===== config.mk =====
export PLATFORM = sky130hd
export DESIGN_NAME = fifo_stream_reader
export DESIGN_NICKNAME = d
export VERILOG_FILES = /design/src/rtl/fifo_stream_reader.sv
export SDC_FILE = /design/constraint.sdc
export NUM_CORES = 1
export LEC_CHECK = 0
export CORE_MARGIN = 2
export CORE_UTILIZATION = 40
export CTS_BUF_LIST = sky130_fd_sc_hd__clkbuf_8
export DETAILED_ROUTE_END_ITERATION = 12
export PLACE_DENSITY = 0.75
export SYNTH_ARGS = -nofsm -noshare
export SYNTH_HDL_FRONTEND = slang
export SYNTH_SLANG_ARGS = --single-unit

===== constraint.sdc =====
create_clock -name clk_i -period 2.4 [get_ports clk_i]
set_input_delay 0.24 -clock clk_i [delete_from_list [all_inputs] [get_ports clk_i]]
set_output_delay 0.24 -clock clk_i [all_outputs]
set_load 0.05 [all_outputs]

===== src/rtl/fifo_stream_reader.sv =====
// fifo_stream_reader: drains a non-showahead FIFO into a valid/ready stream with fixed-length sop/eop framing.
// Defining FIFO_READER_PKT_CNT_EN adds pkt_cnt_o, a wrapping count of delivered packets.
module fifo_stream_reader #(
    parameter int DWIDTH        = 32,
    parameter int AWIDTH        = 4,
    parameter int PKT_LEN       = 8,
    parameter bit WAIT_FULL_PKT = 1
) (
    input  logic              clk_i,
    input  logic              srst_i,
    input  logic [DWIDTH-1:0] fifo_q_i,
    input  logic              fifo_empty_i,
    input  logic [AWIDTH:0]   fifo_usedw_i,
    output logic              fifo_rdreq_o,
    output logic [DWIDTH-1:0] data_o,
    output logic              valid_o,
    input  logic              ready_i,
    output logic              sop_o,
    output logic              eop_o
`ifdef FIFO_READER_PKT_CNT_EN
    ,
    output logic [15:0]       pkt_cnt_o
`endif
);
    localparam int CW = $clog2(PKT_LEN + 1);
    localparam logic [CW-1:0] LAST = CW'(PKT_LEN - 1);
    typedef enum logic {IDLE, READ} state_t;
    state_t            state;
    logic [CW-1:0]     rd_idx, out_idx;
    logic [1:0]        buf_cnt, occ_nxt;
    logic              inflight, pop, start;
    logic [DWIDTH-1:0] buf1;
    assign valid_o      = buf_cnt != 2'd0 && !srst_i;
    assign pop          = valid_o && ready_i;
    assign occ_nxt      = buf_cnt + {1'b0, inflight} - {1'b0, pop};
    assign fifo_rdreq_o = state == READ && !fifo_empty_i && occ_nxt < 2'd2 && !srst_i;
    assign start        = WAIT_FULL_PKT ? fifo_usedw_i >= (AWIDTH+1)'(PKT_LEN) : !fifo_empty_i;
    assign sop_o        = valid_o && out_idx == '0;
    assign eop_o        = valid_o && out_idx == LAST;
    // data_o is the skid head; buf1 holds the second word when the consumer stalls
    always_ff @(posedge clk_i) begin
        if (srst_i) begin
            state    <= IDLE;
            rd_idx   <= '0;
            out_idx  <= '0;
            buf_cnt  <= '0;
            inflight <= 1'b0;
            data_o   <= '0;
        end else begin
            inflight <= fifo_rdreq_o;
            buf_cnt  <= occ_nxt;
            if (state == IDLE && start)
                state <= READ;
            if (fifo_rdreq_o) begin
                rd_idx <= rd_idx == LAST ? '0 : rd_idx + CW'(1);
                if (rd_idx == LAST)
                    state <= IDLE;
            end
            if (pop) begin
                out_idx <= out_idx == LAST ? '0 : out_idx + CW'(1);
                data_o  <= buf_cnt == 2'd1 ? fifo_q_i : buf1;
            end else if (inflight && buf_cnt == 2'd0)
                data_o <= fifo_q_i;
            if (inflight && (pop ? buf_cnt == 2'd2 : buf_cnt != 2'd0))
                buf1 <= fifo_q_i;
        end
    end
`ifdef FIFO_READER_PKT_CNT_EN
    always_ff @(posedge clk_i) begin
        if (srst_i)
            pkt_cnt_o <= '0;
        else if (pop && eop_o)
            pkt_cnt_o <= pkt_cnt_o + 16'd1;
    end
`endif
endmodule


# After elaboration in Yosys (flattened, before gate mapping)
# Cells that the tools add are included.
[totals]
output_inout_bits = 36
word_cells = 45
ff_bits = 76
[op_classes]
addsub = 4
eq_ne = 4
order_cmp = 2
bitwise = 2
reduce_logical = 17
muxes = 9
[op_table]
columns = ["cell", "n"]
rows = [
  ["$mux W32", 3],
  ["$logic_and A1 B1 Y1", 10],
  ["$add A4 B1 Y4 const B", 2],
  ["$eq A4 B3 Y1 const B", 2],
  ["$mux W4", 2],
  ["$ge A5 B4 Y1 const B", 1],
  ["$logic_not A4 Y1", 1],
  ["$mux W1", 4],
  ["$reduce_bool A2 Y1", 2],
  ["$add A2 B1 Y2", 1],
  ["$eq A2 B1 Y1 const B", 1],
  ["$eq A2 B2 Y1 const B", 1],
  ["$logic_not A1 Y1", 2],
  ["$logic_not A2 Y1", 1],
  ["$lt A2 B2 Y1 const B", 1],
  ["$not A1 Y1", 2],
  ["$reduce_and A2 Y1", 1],
  ["$sub A2 B1 Y2", 1],
]

# Longest topological paths before layout
[logic_depth]
ltp_word = 8
depth_mapped = 9

# Worst setup path before layout
# No wires, ideal clock.
[synth_timing]
path_kind = "flip-flop to output port"
start = "reg buf_cnt[1]"
end = "out fifo_rdreq_o"
stages_incl_launch_ff = 9
path_buffers = 0
t_required_ns = 2.160
arrival_ns = 2.438
slack_ns = -0.278
path_cell_list = "dfxtp_1 nor2_1 nor3b_2 xor2_1 ha_1 nor4b_1 mux2_4 a211oi_4 nor2_1"
[synth_via]
elab_chain_cells = 7
word_cells_on_any_way = 8
cone_classes = "add/sub (2); order compare (1); reduce/logical (5)"
[synth_rtl]
columns = ["element", "line", "text"]
rows = [
  ["start: declaration", "30", "logic [1:0] buf_cnt, occ_nxt;"],
  ["start signal: assignment", "51", "buf_cnt <= occ_nxt;"],
  ["branches (longest 3 deep; another with $add A2 B1 Y2)", "--", ""],
  ["$sub A2 B1 Y2 (*)", "35", "assign occ_nxt = buf_cnt + {1'b0, inflight} - {1'b0, pop};"],
  ["$lt A2 B2 Y1 (*)", "36", "assign fifo_rdreq_o = state == READ && !fifo_empty_i && occ_nxt < 2'd2 && !srst_i;"],
  ["$logic_and A1 B1 Y1 (*) (2 in series)", "36", ""],
  ["end: declaration", "14", "output logic fifo_rdreq_o,"],
]
# Mark *: on every way between the ends.

# Worst setup path after layout
[layout_timing]
start = "reg buf_cnt[0]"
end = "out fifo_rdreq_o"
# The elaborated chain is that of the path after synthesis.

==> impl_table.tex <==
\begin{tabular}{lr}
\hline
Metric & Value \\
\hline
\multicolumn{2}{l}{\textbf{Route}} \\
\quad Overall routed net length & 6479 um \\
\quad Remaining DRCs & 0 \\
\quad Number of vias after detailed routing & 2243 \\
\quad Wire length on met1 & about 2900 um \\
\quad Wire length on met2 & 3263 um \\
\quad Post-route antenna net violation count & 0 \\
\quad Average vias per placed instance & 5.007 \\
\quad WL per Instance & 14.46 um \\
\quad Drt first pass iters & 5 \\
\quad Iteration-0 DRC count of the detailed router & a little over 90 \\
\quad Uppermost layer routed & met4 \\
\quad Total met3 wirelength after detailed routing & 298 um \\
\multicolumn{2}{l}{\textbf{Timing}} \\
\quad Maximum clock frequency & 418.1 MHz \\
\quad Total negative slack & 0 ps \\
\quad Worst relative slew slack & 0.6621 \\
\quad Unrepaired setup endpoints after global routing & yes \\
\quad Actual slew at the worst max-slew pin & $\sim$510 ps \\
\quad Final cycle utilization of the critical path & 0.9965 \\
\quad Final count of hold timing violations & 0 \\
\quad Total of endpoints with negative setup slack in the final report & 0 \\
\quad Setup Skew & 12.75 ps \\
\quad Number of pins with negative max-slew slack in the final report & 0 \\
\quad Final period demand of the worst path & 2392 ps \\
\multicolumn{2}{l}{\textbf{Job}} \\
\quad Number of max-cap violations & 0 \\
\multicolumn{2}{l}{\textbf{Place}} \\
\quad HPWL after detailed placement & approximately 4200 um \\
\quad Port Buf Inserts & 73 \\
\quad Number of cells after detailed placement & 421 \\
\quad Final weighted congestion in routability-driven placement & a little under 0.7 \\
\multicolumn{2}{l}{\textbf{Clock network}} \\
\quad Clock-pin slew reported for the worst setup and hold paths after clock tree synthesis & 80 ps \\
\quad Max Buffers Root-to-Sink & 2 \\
\quad CTS tree & built \\
\quad Total clock buffers created by CTS & 9 \\
\quad Count of H-tree levels built during CTS & 3 \\
\quad Hold-fix buffers at CTS & 0 \\
\quad Clock latency at the later pin of the worst-skew pair & $\sim$350 ps \\
\quad Root Buffer & sky130\_fd\_sc\_hd\_\_clkbuf\_8 \\
\quad Clock sink total & 76 \\
\multicolumn{2}{l}{\textbf{Outcome}} \\
\quad Result of the run & complete, no violations \\
\multicolumn{2}{l}{\textbf{GRT}} \\
\quad Maximum number of pins on one net before global-route repair & 45 \\
\quad Global-route usage over all layers & 0.1635 \\
\quad First-pass GRT wire length & 10800 um \\
\quad Via count of the first global-routing pass & 2226 \\
\quad Remaining global-route overflow & 0 \\
\quad Number of antenna violations at the first check in global routing & 0 \\
\multicolumn{2}{l}{\textbf{Worst setup path}} \\
\quad Critical path class & register to output port \\
\quad Minimum setup slack among reg-to-reg paths & $\sim$70 ps \\
\quad Arrival time worst endpoint & 2150 ps \\
\quad Maximum fanout along the worst path & 4 \\
\quad Nature of the critical path startpoint & register \\
\quad Required time worst endpoint & 2160 ps \\
\quad Crit. End Element & output port \\
\multicolumn{2}{l}{\textbf{Logic synthesis}} \\
\quad Synthesized instance count & 253 \\
\quad Yosys top cell area share & 0.3128 \\
\quad Leading cell types by total area after synthesis & sky130\_fd\_sc\_hd\_\_edfxtp\_1, sky130\_fd\_sc\_hd\_\_dfxtp\_1, sky130\_fd\_sc\_hd\_\_mux2i\_1, sky130\_fd\_sc\_hd\_\_a211oi\_1, sky130\_fd\_sc\_hd\_\_nor2\_1 \\
\quad Cell types with the highest counts after synthesis & sky130\_fd\_sc\_hd\_\_nor2\_1, sky130\_fd\_sc\_hd\_\_dfxtp\_1, sky130\_fd\_sc\_hd\_\_mux2i\_1 \\
\quad Netlist Area Pre-Place & a little over 3000 um\^{}2 \\
\quad Post-synthesis cell type count & 39 \\
\quad Most instantiated flip-flop cell in the synthesis netlist & sky130\_fd\_sc\_hd\_\_dfxtp\_1 \\
\quad Fraction of registers with async set/reset & 0 \\
\quad Net count after synthesis & 298 \\
\quad Cell taking the most area after synthesis & sky130\_fd\_sc\_hd\_\_edfxtp\_1 \\
\quad Sequential-to-total area share from yosys stat & 0.5996 \\
\quad Most frequently used cell type in the post-synthesis netlist & sky130\_fd\_sc\_hd\_\_nor2\_1 \\
\quad Warnings, synthesis & 0 \\
\quad Yosys reg bits & 76 \\
\quad Synthesized area per cell & 12.14 um\^{}2 \\
\quad Number of enable flip-flop cells after synthesis & 32 \\
\multicolumn{2}{l}{\textbf{Cells and area}} \\
\quad Sequential standard cell area & 1847 um\^{}2 \\
\quad Count of fill cells added during filler insertion & 602 \\
\quad Net count, final & 389 \\
\quad Share of the core filled with cells in the final layout & 0.5835 \\
\quad Growth of design area from synthesis to finish & 39.27\% \\
\quad Area of the multi-input gates & 1166 um\^{}2 \\
\quad Proportion of layout cells with a drive suffix above 1 & 0.1691 \\
\quad Inserted Diodes & 0 \\
\quad Cell Count, Final, Fillers Out & 448 \\
\multicolumn{2}{l}{\textbf{Floorplan}} \\
\quad Starting Density & 0.4190 \\
\quad Top-level port count & 77 \\
\quad Total die area & between 8000 and 9000 um\^{}2 \\
\quad Overall die width & between 90 and 100 um \\
\quad Chip height & 91.63 um \\
\quad Core Area & 7331 um\^{}2 \\
\quad Number of placement rows & 31 \\
\multicolumn{2}{l}{\textbf{Power}} \\
\quad Worst supply voltage drop on vdd & 358.4 uV \\
\quad Areal power density over the cells & 711.6 nW/um\^{}2 \\
\quad Leakage Power & 1.730 nW \\
\multicolumn{2}{l}{\textbf{Hold path}} \\
\quad Class of the tightest hold or removal check & input pin to register \\
\hline
\end{tabular}
-- stage by stage --
step                power (mW)  hold WS, ps  cell area, um^2  setup WS, ps
finish                   3.044        412.5             4278         8.437
detailed placement       2.053        483.1             3944        -283.8
global route             3.171        421.9             4278        -127.0
CTS                      3.076        384.9             4240        -32.30
floorplan                1.833        338.9             3079         17.58
global placement         2.043        478.7             3944        -128.0
-- sequential cells by signal, indices dropped and copies added (netlist names) --
name	cells
inflight	1
buf_cnt	2
rd_idx	4
buf1	32
state	1
out_idx	4
data_o	32
-- final cells by class --
type                    instances  share of cell area
clock inverters                 5             0.01228
inverters                       4            0.003510
clock buffers                  11             0.03539
multi-input cells             157              0.2726
repair buffers                 96              0.2156
flip-flops and latches         76              0.4317
well taps                      99             0.02896
-- placed cells by master, fill, tap and decap left out, drive strengths merged, types with 2 or more instances in the layout --
cell type	instances
nand2	6
o21ai	3
buf	27
dfxtp	44
nor2	47
nor3b	2
a21oi	4
mux2	2
clkbuf	11
and3	2
clkinv	3
mux2i	34
xor2	3
clkdlybuf4s50	68
a211oi	33
nor4b	2
ha	4
inv	5
edfxtp	32
or3	2
-- what timing repair did --
action                                  in CTS  in global routing
endpoints found under the setup margin       3                  4
gates resized for setup                      9                  3
pin swaps                                    5                  7
buffers inserted                             8                  3
-- critical path, cell delays in order (launching register included) --
cell	delay, ps
sky130_fd_sc_hd__dfxtp_2	360
sky130_fd_sc_hd__nor2_4	50
sky130_fd_sc_hd__nor3b_4	210
sky130_fd_sc_hd__xor2_1	180
sky130_fd_sc_hd__ha_2	250
sky130_fd_sc_hd__nor4b_2	60
sky130_fd_sc_hd__mux2_4	290
sky130_fd_sc_hd__a211oi_4	200
sky130_fd_sc_hd__nor2_2	60
sky130_fd_sc_hd__buf_6	160
-- report_power, final --
group | switching (mW) | internal [mW] | total, mW
combinational | 0.355 | 0.247 | 0.602
sequential | 0.0370 | 1.41 | 1.44
clock | 0.465 | 0.532 | 0.997
total | 0.857 | 2.19 | 3.04
-- worst paths after layout --
kind	endpoint	startpoint	cells after the start
hold reg to reg	rd_idx[0]	rd_idx[0]	2
setup / recovery	fifo_rdreq_o	buf_cnt[0]	9
setup reg to reg	rd_idx[3]	buf_cnt[0]	11
hold / removal	inflight	srst_i	3
-- layer usage --
layer	vias to the layer above	global-route usage
met1	1053	0.2057
met2	71	0.2678
met4	0	0.06061
met3	6	0.04601
li1	1113	-
met5	-	0
-- cell families (layout without fill, tap and decap cells) --
group                    count (synthesis)  count (layout)  share of synthesized area
flip-flops                              76              76                     0.5996
AND/OR/NAND/NOR                         71              71                     0.1169
AO/OA/AOI/OAI                           43              43                     0.1039
multiplexers                            36              36                     0.1193
buffers and inverters                   20             116                    0.03544
adder cells (fa/ha/maj)                  4               4                    0.01629
XOR/XNOR                                 3               3                   0.008556
Note: power is estimated with default switching activity, not from simulation.
